<file path="src/rtl/bcd_counter_modn.sv">
// N-digit BCD up/down counter with runtime modulus, synchronous load, prescaler tick
// and registered active-low 7-segment decode per digit.
module bcd_counter_modn #(
  parameter int NUM_DIGITS = 3,
  parameter int DIV_COEFF  = 50_000_000,
  parameter int DIV_W      = 26
) (
  input  logic                    sys_clk,
  input  logic                    sys_rst,
  input  logic                    cnt_en,
  input  logic                    cnt_dir,
  input  logic                    cnt_load,
  input  logic [4*NUM_DIGITS-1:0] load_bcd,
  input  logic [4*NUM_DIGITS-1:0] mod_bcd,
  output logic [4*NUM_DIGITS-1:0] cnt_bcd,
  output logic [7*NUM_DIGITS-1:0] seg_n,
  output logic                    tick,
  output logic                    wrap,
  output logic                    load_err
);

  localparam int BW = 4 * NUM_DIGITS;
  localparam logic [DIV_W-1:0] DIV_LAST = DIV_W'(DIV_COEFF - 1);

  logic [DIV_W-1:0] div_cnt;
  logic [BW-1:0]    mod_sat;
  logic [BW-1:0]    cnt_inc;
  logic [BW-1:0]    cnt_dec;
  logic [BW-1:0]    cnt_next;
  logic             wrap_next;
  logic             err_next;
  logic             load_ok;
  logic             carry;
  logic             borrow;
  logic [7*NUM_DIGITS-1:0] seg_next;

  function automatic logic [6:0] seg_decode(input logic [3:0] d);
    case (d)
      4'd0:    seg_decode = 7'h40;
      4'd1:    seg_decode = 7'h79;
      4'd2:    seg_decode = 7'h24;
      4'd3:    seg_decode = 7'h30;
      4'd4:    seg_decode = 7'h19;
      4'd5:    seg_decode = 7'h12;
      4'd6:    seg_decode = 7'h02;
      4'd7:    seg_decode = 7'h78;
      4'd8:    seg_decode = 7'h00;
      4'd9:    seg_decode = 7'h10;
      default: seg_decode = 7'h7F;
    endcase
  endfunction

  // Prescaler free-runs regardless of enable/load/direction; tick is a clock enable.
  always_ff @(posedge sys_clk or posedge sys_rst) begin
    if (sys_rst) begin
      div_cnt <= '0;
      tick    <= 1'b0;
    end else begin
      tick    <= (div_cnt == DIV_LAST);
      div_cnt <= (div_cnt == DIV_LAST) ? '0 : div_cnt + 1'b1;
    end
  end

  // Non-BCD modulus digits are clamped to 9 so the count can never hold an illegal digit.
  always_comb begin
    load_ok = 1'b1;
    mod_sat = mod_bcd;
    cnt_inc = cnt_bcd;
    cnt_dec = cnt_bcd;
    carry   = 1'b1;
    borrow  = 1'b1;
    for (int i = 0; i < NUM_DIGITS; i++) begin
      if (load_bcd[4*i +: 4] > 4'd9) load_ok = 1'b0;
      if (mod_bcd[4*i +: 4] > 4'd9) mod_sat[4*i +: 4] = 4'd9;
      if (carry) begin
        if (cnt_bcd[4*i +: 4] >= 4'd9) begin
          cnt_inc[4*i +: 4] = 4'd0;
        end else begin
          cnt_inc[4*i +: 4] = cnt_bcd[4*i +: 4] + 4'd1;
          carry = 1'b0;
        end
      end
      if (borrow) begin
        if (cnt_bcd[4*i +: 4] == 4'd0) begin
          cnt_dec[4*i +: 4] = 4'd9;
        end else begin
          cnt_dec[4*i +: 4] = cnt_bcd[4*i +: 4] - 4'd1;
          borrow = 1'b0;
        end
      end
    end
  end

  // Load (even a rejected one) takes priority over a count step.
  always_comb begin
    cnt_next  = cnt_bcd;
    wrap_next = 1'b0;
    err_next  = 1'b0;
    if (cnt_load) begin
      if (load_ok) cnt_next = load_bcd;
      else         err_next = 1'b1;
    end else if (tick && cnt_en) begin
      if (cnt_dir) begin
        if (cnt_bcd >= mod_sat) begin
          cnt_next  = '0;
          wrap_next = 1'b1;
        end else begin
          cnt_next = cnt_inc;
        end
      end else begin
        if (cnt_bcd == '0) begin
          cnt_next  = mod_sat;
          wrap_next = 1'b1;
        end else if (cnt_bcd > mod_sat) begin
          cnt_next = mod_sat;
        end else begin
          cnt_next = cnt_dec;
        end
      end
    end
  end

  always_comb begin
    seg_next = '1;
    for (int i = 0; i < NUM_DIGITS; i++) begin
      seg_next[7*i +: 7] = seg_decode(cnt_bcd[4*i +: 4]);
    end
  end

  always_ff @(posedge sys_clk or posedge sys_rst) begin
    if (sys_rst) begin
      cnt_bcd  <= '0;
      wrap     <= 1'b0;
      load_err <= 1'b0;
      seg_n    <= {NUM_DIGITS{7'h40}};
    end else begin
      cnt_bcd  <= cnt_next;
      wrap     <= wrap_next;
      load_err <= err_next;
      seg_n    <= seg_next;
    end
  end

endmodule
</file>
<file path="config.mk">
export PLATFORM = sky130hd
export DESIGN_NAME = bcd_counter_modn
export DESIGN_NICKNAME = d
export VERILOG_FILES = /design/src/rtl/bcd_counter_modn.sv
export SDC_FILE = /design/constraint.sdc
export NUM_CORES = 1
export LEC_CHECK = 0
export ABC_AREA = 1
export ABC_CLOCK_PERIOD_IN_PS = 5400
export CAP_MARGIN = 0
export CORE_UTILIZATION = 51
export DETAILED_ROUTE_END_ITERATION = 7
export PLACE_DENSITY = 0.76
export SLEW_MARGIN = 30
export SYNTH_ARGS = -nofsm -noshare
export SYNTH_HDL_FRONTEND = slang
export SYNTH_SLANG_ARGS = --single-unit
</file>
<file path="constraint.sdc">
create_clock -name sys_clk -period 5.4 [get_ports sys_clk]
set_clock_uncertainty 0.1 [all_clocks]
set_input_delay 1.08 -clock sys_clk [delete_from_list [all_inputs] [get_ports sys_clk]]
set_output_delay 1.08 -clock sys_clk [all_outputs]
set_load 0.03 [all_outputs]
</file>
==> results.yml, run 1 <==
sta:
  final-max-slew-violation-count: 0
  hold_viol: 0
  setup_viol: 0
  tightest_slew_ns: 0.774
  min_period_over_period_pct: 64.4
  fin_crit_ns: 3.48
  fin_setup_tns_ns: 0
  rsz0062_at_grt: "false"
  max_freq_mhz: 288
  slew_headroom_pct: 48.4
power:
  ir_drop_mv: 0.280
  netSwitchingFraction_pct: 46.1
  p_clk_share_pct: 17.7
  power.density_nw_per_um2: 469
  power.total_mw: 2.41
  p_comb_share_pct: 52.1
  p_leak_nw: 2.58
  power_frac_seq_pct: 30.2
  power_switching_mw: 1.11
  intPower_mw: 1.30
setup_path:
  crit_type: "in2reg"
  worstPathArrival_ns: 3.65
  cp_max_fo: 15
  end_kind: "register"
  setup.worst_path.start_class: "input pin"
  crit_required_ns: 5.57
cells_and_area:
  fin_nets: 702
  layout_commonest_cell: "nand2_1"
  fillers: 665
  mostFrequentLayoutCells: "142 x nand2_1, 74 x nor2_1, 72 x inv_1, 64 x clkdlybuf4s50_1, 59 x dfrtp_1"
  area_delta_synth_final_pct: 22.8
  diodes: 0
  drive_gt1_share_pct: 7.23
global_route:
  grt_use_total_pct: 25.9
  grt_pass1_wl_um: 17500
  grt-ovfl-total: 0
  grt_antenna_before_repair: 0
  grt_start_max_net_pins: 63
  grt_pass1_vias: 3968
worst_hold_path:
  min_path_type: "reg2reg"
drt:
  ant_nets: 0
  vias_per_cell: 5.30
  finalWirelength_um: 10200
  vias: 3983
  drc_errors: 0
  first_iter_violations: 298
  drtPass1Iterations: 5
  wire_per_inst_um: 13.6
synth:
  avgSynthCellArea_um2: 7.25
  synthTopCellsByArea: "dfrtp_1 35%, nand2_1 13%, ha_1 8.4%, nor2_1 6.7%, inv_1 6.6%"
  synth_nets: 633
  yosys_warnings: 0
  synth_cell_types: 32
  syn_area_um2: 4180
  synth_cells: 576
  ys_ff_latch: 62
  yosys.area.top_type: "dfrtp_1"
  ys_seq_area_share_pct: 37.2
  yosysTopAreaCellShare_pct: 35.4
placement:
  gp_congestion: 0.917
  io_buffers: 64
  dp_hpwl_um: 7760
floorplan:
  rows: 32
  die_w_um: 92.5
  core_um2: 7810
  die_h_um: 92.5
  io_pins: 65
  start_util_pct: 53.5
  dieArea_um2: 8560
clocking:
  cts-buffers-inserted: 9
  htree_levels: 3
  cts_tree: "done"
  cts_setup_buffers: 0
  clockBufferDepth: 2
  cts_resized: 0
  clk_latency_ns: 0.35
  ctsHoldBuffers: 0
  cts_root_buffer: "clkbuf_8"
  cts_sinks: 62
  clk_pin_slew_worst_paths_ns: 0.07
outcome:
  status: "completed"
flow_run:
  cap_violations: 0
==> path summary, 6_finish.rpt <==
kind / from / endpoint / slack, ns / cells after the start
worst max-delay path: mod_bcd[11] / cnt_bcd[7] / 1.92 / 16
worst min-delay path: div_cnt[0] / div_cnt[0] / 0.37 / 1
worst max register to register: cnt_bcd[10] / cnt_bcd[7] / 2.81 / 11
worst min register to register: div_cnt[0] / div_cnt[0] / 0.37 / 1
max in group asynchronous: sys_rst / seg_n[15] / 3.51 / 3
min in group asynchronous: sys_rst / tick / 1.18 / 3
==> stage by stage <==
step           setup slack, ns  utilization (%)  hold WS (ns)  std cells  cell area [um^2]
4_1_cts                   1.96             65.7         0.368        752              5130
2_1_floorplan             2.58                -         0.333        576              4180
3_3_place_gp              1.72             63.1         0.346        736              4920
5_1_grt                   1.64             65.7         0.383        752              5130
6_report                  1.92             65.7         0.371        752              5130
3_5_place_dp              1.60             63.1         0.356        736              4920
==> cell families (layout without fill, tap and decap cells) <==
family / after synthesis / count (layout) / share of synthesized area [%]
buffers and inverters: 91 / 165 / 8.39
flip-flops: 62 / 62 / 37.2
XOR/XNOR: 22 / 22 / 4.61
adder cells (fa/ha/maj): 28 / 28 / 8.39
AND/OR/NAND/NOR: 305 / 305 / 32.7
AO/OA/AOI/OAI: 68 / 68 / 8.66
==> cells in the mapped netlist, drive strengths merged <==
cell	instances
ha	28
buf	5
clkbuf	3
nand3b	4
nand3	42
o31ai	3
or2	3
dfstp	3
nand2	144
nor2	80
o21ai	31
clkinv	3
inv	80
nand4	20
nor3	10
o211ai	3
o21a	1
xor2	22
dfrtp	59
a21oi	30
nor4	2
==> power by group through the flow <==
| stage | combinational [mW] | sequential (mW) | clock, mW |
|---|---|---|---|
| final | 1.25 | 0.726 | 0.426 |
| after global routing | 1.39 | 0.744 | 0.457 |
| after CTS | 1.25 | 0.725 | 0.430 |
| after detailed placement | 1.24 | 0.734 | 0 |
| after global placement | 1.22 | 0.733 | 0 |
| after floorplan | 0.623 | 0.923 | 0 |
==> critical path, cell delays in order <==
cell and delay [ns]:
clkdlybuf4s50_1 0.42, inv_1 0.10, a21oi_1 0.07, nor2_1 0.14, inv_1 0.06, ha_1 0.30, nand2_1 0.06, nor2_2 0.12
nand2_1 0.10, inv_2 0.07, nand2_2 0.13, nand2_2 0.26, nand2_1 0.33, nand2_1 0.17, nand3_1 0.08, a21oi_1 0.15
==> state kept, by name, summed over array words and instances (netlist names) <==
name,flops
tick,1
load_err,1
seg_n,21
cnt_bcd,12
div_cnt,26
wrap,1
==> layer usage <==
metal	global-route usage (%)	part of all wire, %	routed length [um]
met3	4.84	6.7	682
met2	41.8	46	4750
met1	34.0	45	4560
met5	0	0	0
met4	10.7	2.3	238
==> final cells by class <==
class	instances	area [um^2]	share of cell area [%]
Multi-Input combinational cell	423	2270	44.3
Sequential cell	62	1560	30.3
Timing Repair Buffer	66	656	12.8
Inverter	83	314	6.12
Clock buffer	10	138	2.68
Tap cell	102	128	2.49
Clock inverter	6	68.8	1.34
Power figures use the tool's default switching activity.
==> run 2, diff against run 1 <==
--- a/config.mk
+++ b/config.mk
@@ -6,11 +6,11 @@
 export NUM_CORES = 1
 export LEC_CHECK = 0
 export ABC_AREA = 1
-export ABC_CLOCK_PERIOD_IN_PS = 5400
+export ABC_CLOCK_PERIOD_IN_PS = 2900
 export CAP_MARGIN = 0
-export CORE_UTILIZATION = 51
+export CORE_UTILIZATION = 49
 export DETAILED_ROUTE_END_ITERATION = 7
-export PLACE_DENSITY = 0.76
+export PLACE_DENSITY = 0.77
 export SLEW_MARGIN = 30
 export SYNTH_ARGS = -nofsm -noshare
 export SYNTH_HDL_FRONTEND = slang
==> constraint.sdc (replaced) <==
create_clock -name sys_clk -period 2.9 [get_ports sys_clk]
set_clock_uncertainty 0.1 [all_clocks]
set_input_delay 0.58 -clock sys_clk [delete_from_list [all_inputs] [get_ports sys_clk]]
set_output_delay 0.58 -clock sys_clk [all_outputs]
set_load 0.03 [all_outputs]
==> results.yml, run 2 (synthesized netlist as in run 1, its figures left out) <==
clocking:
  ctsHoldBuffers: 0
  cts_root_buffer: "clkbuf_8"
  clk_latency_ns: 0.35
  cts_setup_buffers: 0
  cts_tree: "done"
  htree_levels: 3
  cts_resized: 0
  clk_pin_slew_worst_paths_ns: 0.08
  cts-buffers-inserted: 9
  cts_sinks: 62
  clockBufferDepth: 2
sta:
  setup_viol: 0
  min_period_over_period_pct: 90.0
  rsz0062_at_grt: "false"
  tightest_slew_ns: 0.481
  max_freq_mhz: 383
  setup_slack_ns: 0.289
  fin_crit_ns: 2.61
  final-max-slew-violation-count: 0
  hold_viol: 0
  slew_headroom_pct: 67.7
setup_path:
  setup.worst_path.start_class: "input pin"
  reg2regPathDepth: 13
  ff2ff_setup_slack_ns: 0.49
  crit_type: "in2reg"
  timing.rr.end: "cnt_bcd[9]"
  worstPathArrival_ns: 2.79
  r2r-start: "cnt_bcd[0]"
  cp_max_fo: 8
  end_kind: "register"
  crit_required_ns: 3.08
floorplan:
  rows: 33
  start_util_pct: 50.8
  die_w_um: 94.3
  io_pins: 65
  die_h_um: 94.3
  core_um2: 8220
  dieArea_um2: 8900
cells_and_area:
  mostFrequentLayoutCells: "142 x nand2_1, 74 x nor2_1, 72 x inv_1, 64 x clkdlybuf4s50_1, 59 x dfrtp_1"
  area_delta_synth_final_pct: 27.0
  reg.largest.list: "div_cnt x26, seg_n x21, cnt_bcd x12"
  largest_reg_flops: 26
  diodes: 0
  drive_gt1_share_pct: 9.75
  layout_commonest_cell: "nand2_1"
  fin_nets: 719
  top_register: "div_cnt"
placement:
  io_buffers: 64
  place_ws_ns: -0.0798
  dp_hpwl_um: 8030
  gp_congestion: 0.943
power:
  power.total_mw: 4.68
  ir_drop_mv: 0.487
  p_leak_nw: 2.67
  power.density_nw_per_um2: 883
worst_hold_path:
  hold_end: "div_cnt[0]"
  hold_path_depth: 1
  min_path_type: "reg2reg"
  hold_start: "div_cnt[0]"
global_route:
  grt_start_max_net_pins: 63
  grt_antenna_before_repair: 0
  grt-ovfl-total: 0
  grt_pass1_vias: 3878
  grt_use_total_pct: 25.0
  grt_pass1_wl_um: 17400
outcome:
  status: "completed"
drt:
  wire_per_inst_um: 13.7
  drtPass1Iterations: 5
  ant_nets: 0
  drc_errors: 0
  vias_per_cell: 5.34
  finalWirelength_um: 10600
  first_iter_violations: 276
  vias: 4122
flow_run:
  cap_violations: 0
[run 2: critical path: stages]
cell	delay, ns
clkdlybuf4s50_1	0.47
inv_1	0.05
a21oi_1	0.16
nor2_1	0.09
ha_1	0.27
nand2_1	0.06
nor2_2	0.12
nand2_1	0.09
inv_2	0.08
nand2_1	0.09
nand3_1	0.10
nand2_2	0.07
nand2_1	0.09
buf_4	0.17
nand2_1	0.06
nand2_1	0.05
nand2_1	0.05
a21oi_1	0.14
[run 2: worst max-delay path by stage]
stage           startpoint         end  slack (ns)  cells after the start
5_1_grt        mod_bcd[11]  cnt_bcd[9]        0.04                     19
6_report       mod_bcd[11]  cnt_bcd[9]        0.29                     18
2_1_floorplan   mod_bcd[9]  cnt_bcd[0]        0.58                     17
3_5_place_dp    mod_bcd[2]  cnt_bcd[6]       -0.08                     16
3_3_place_gp    mod_bcd[2]  cnt_bcd[9]       0.007                     15
4_1_cts        mod_bcd[11]  cnt_bcd[9]        0.28                     18
[run 2: per-layer routing]
layer  vias to the layer above  global-route usage, %  wire length [um]
met4                         0                   9.23               204
met1                      1893                   33.3              4700
li1                       2031                      -                 -
met2                       178                   40.0              4960
met5                         -                      0                 0
met3                        20                   5.10               686
[run 2: area by class of cell]
class | instances | area, um^2
sequential | 62 | 1560
multi-input combinational | 423 | 2280
timing repair buffer | 83 | 796
clock inverter | 6 | 92.6
clock buffer | 10 | 138
fill | 727 | 2910
tap | 105 | 131
inverter | 83 | 314
[run 2: through the flow]
stage / utilization, % / hold slack, ns / cells / TNS, ns / area, um^2
2_1_floorplan: - / 0.333 / 576 / 0 / 4180
3_3_place_gp: 61.7 / 0.355 / 756 / 0 / 5070
3_5_place_dp: 61.7 / 0.360 / 756 / -0.535 / 5070
4_1_cts: 64.5 / 0.370 / 772 / 0 / 5300
5_1_grt: 64.5 / 0.388 / 772 / 0 / 5300
6_report: 64.5 / 0.364 / 772 / 0 / 5300
[run 2: power breakdown]
part,total (mW),switching (mW),internal [mW]
clock network,0.900,0.387,0.513
logic,2.42,1.45,0.972
registers,1.36,0.262,1.10
total,4.68,2.10,2.58
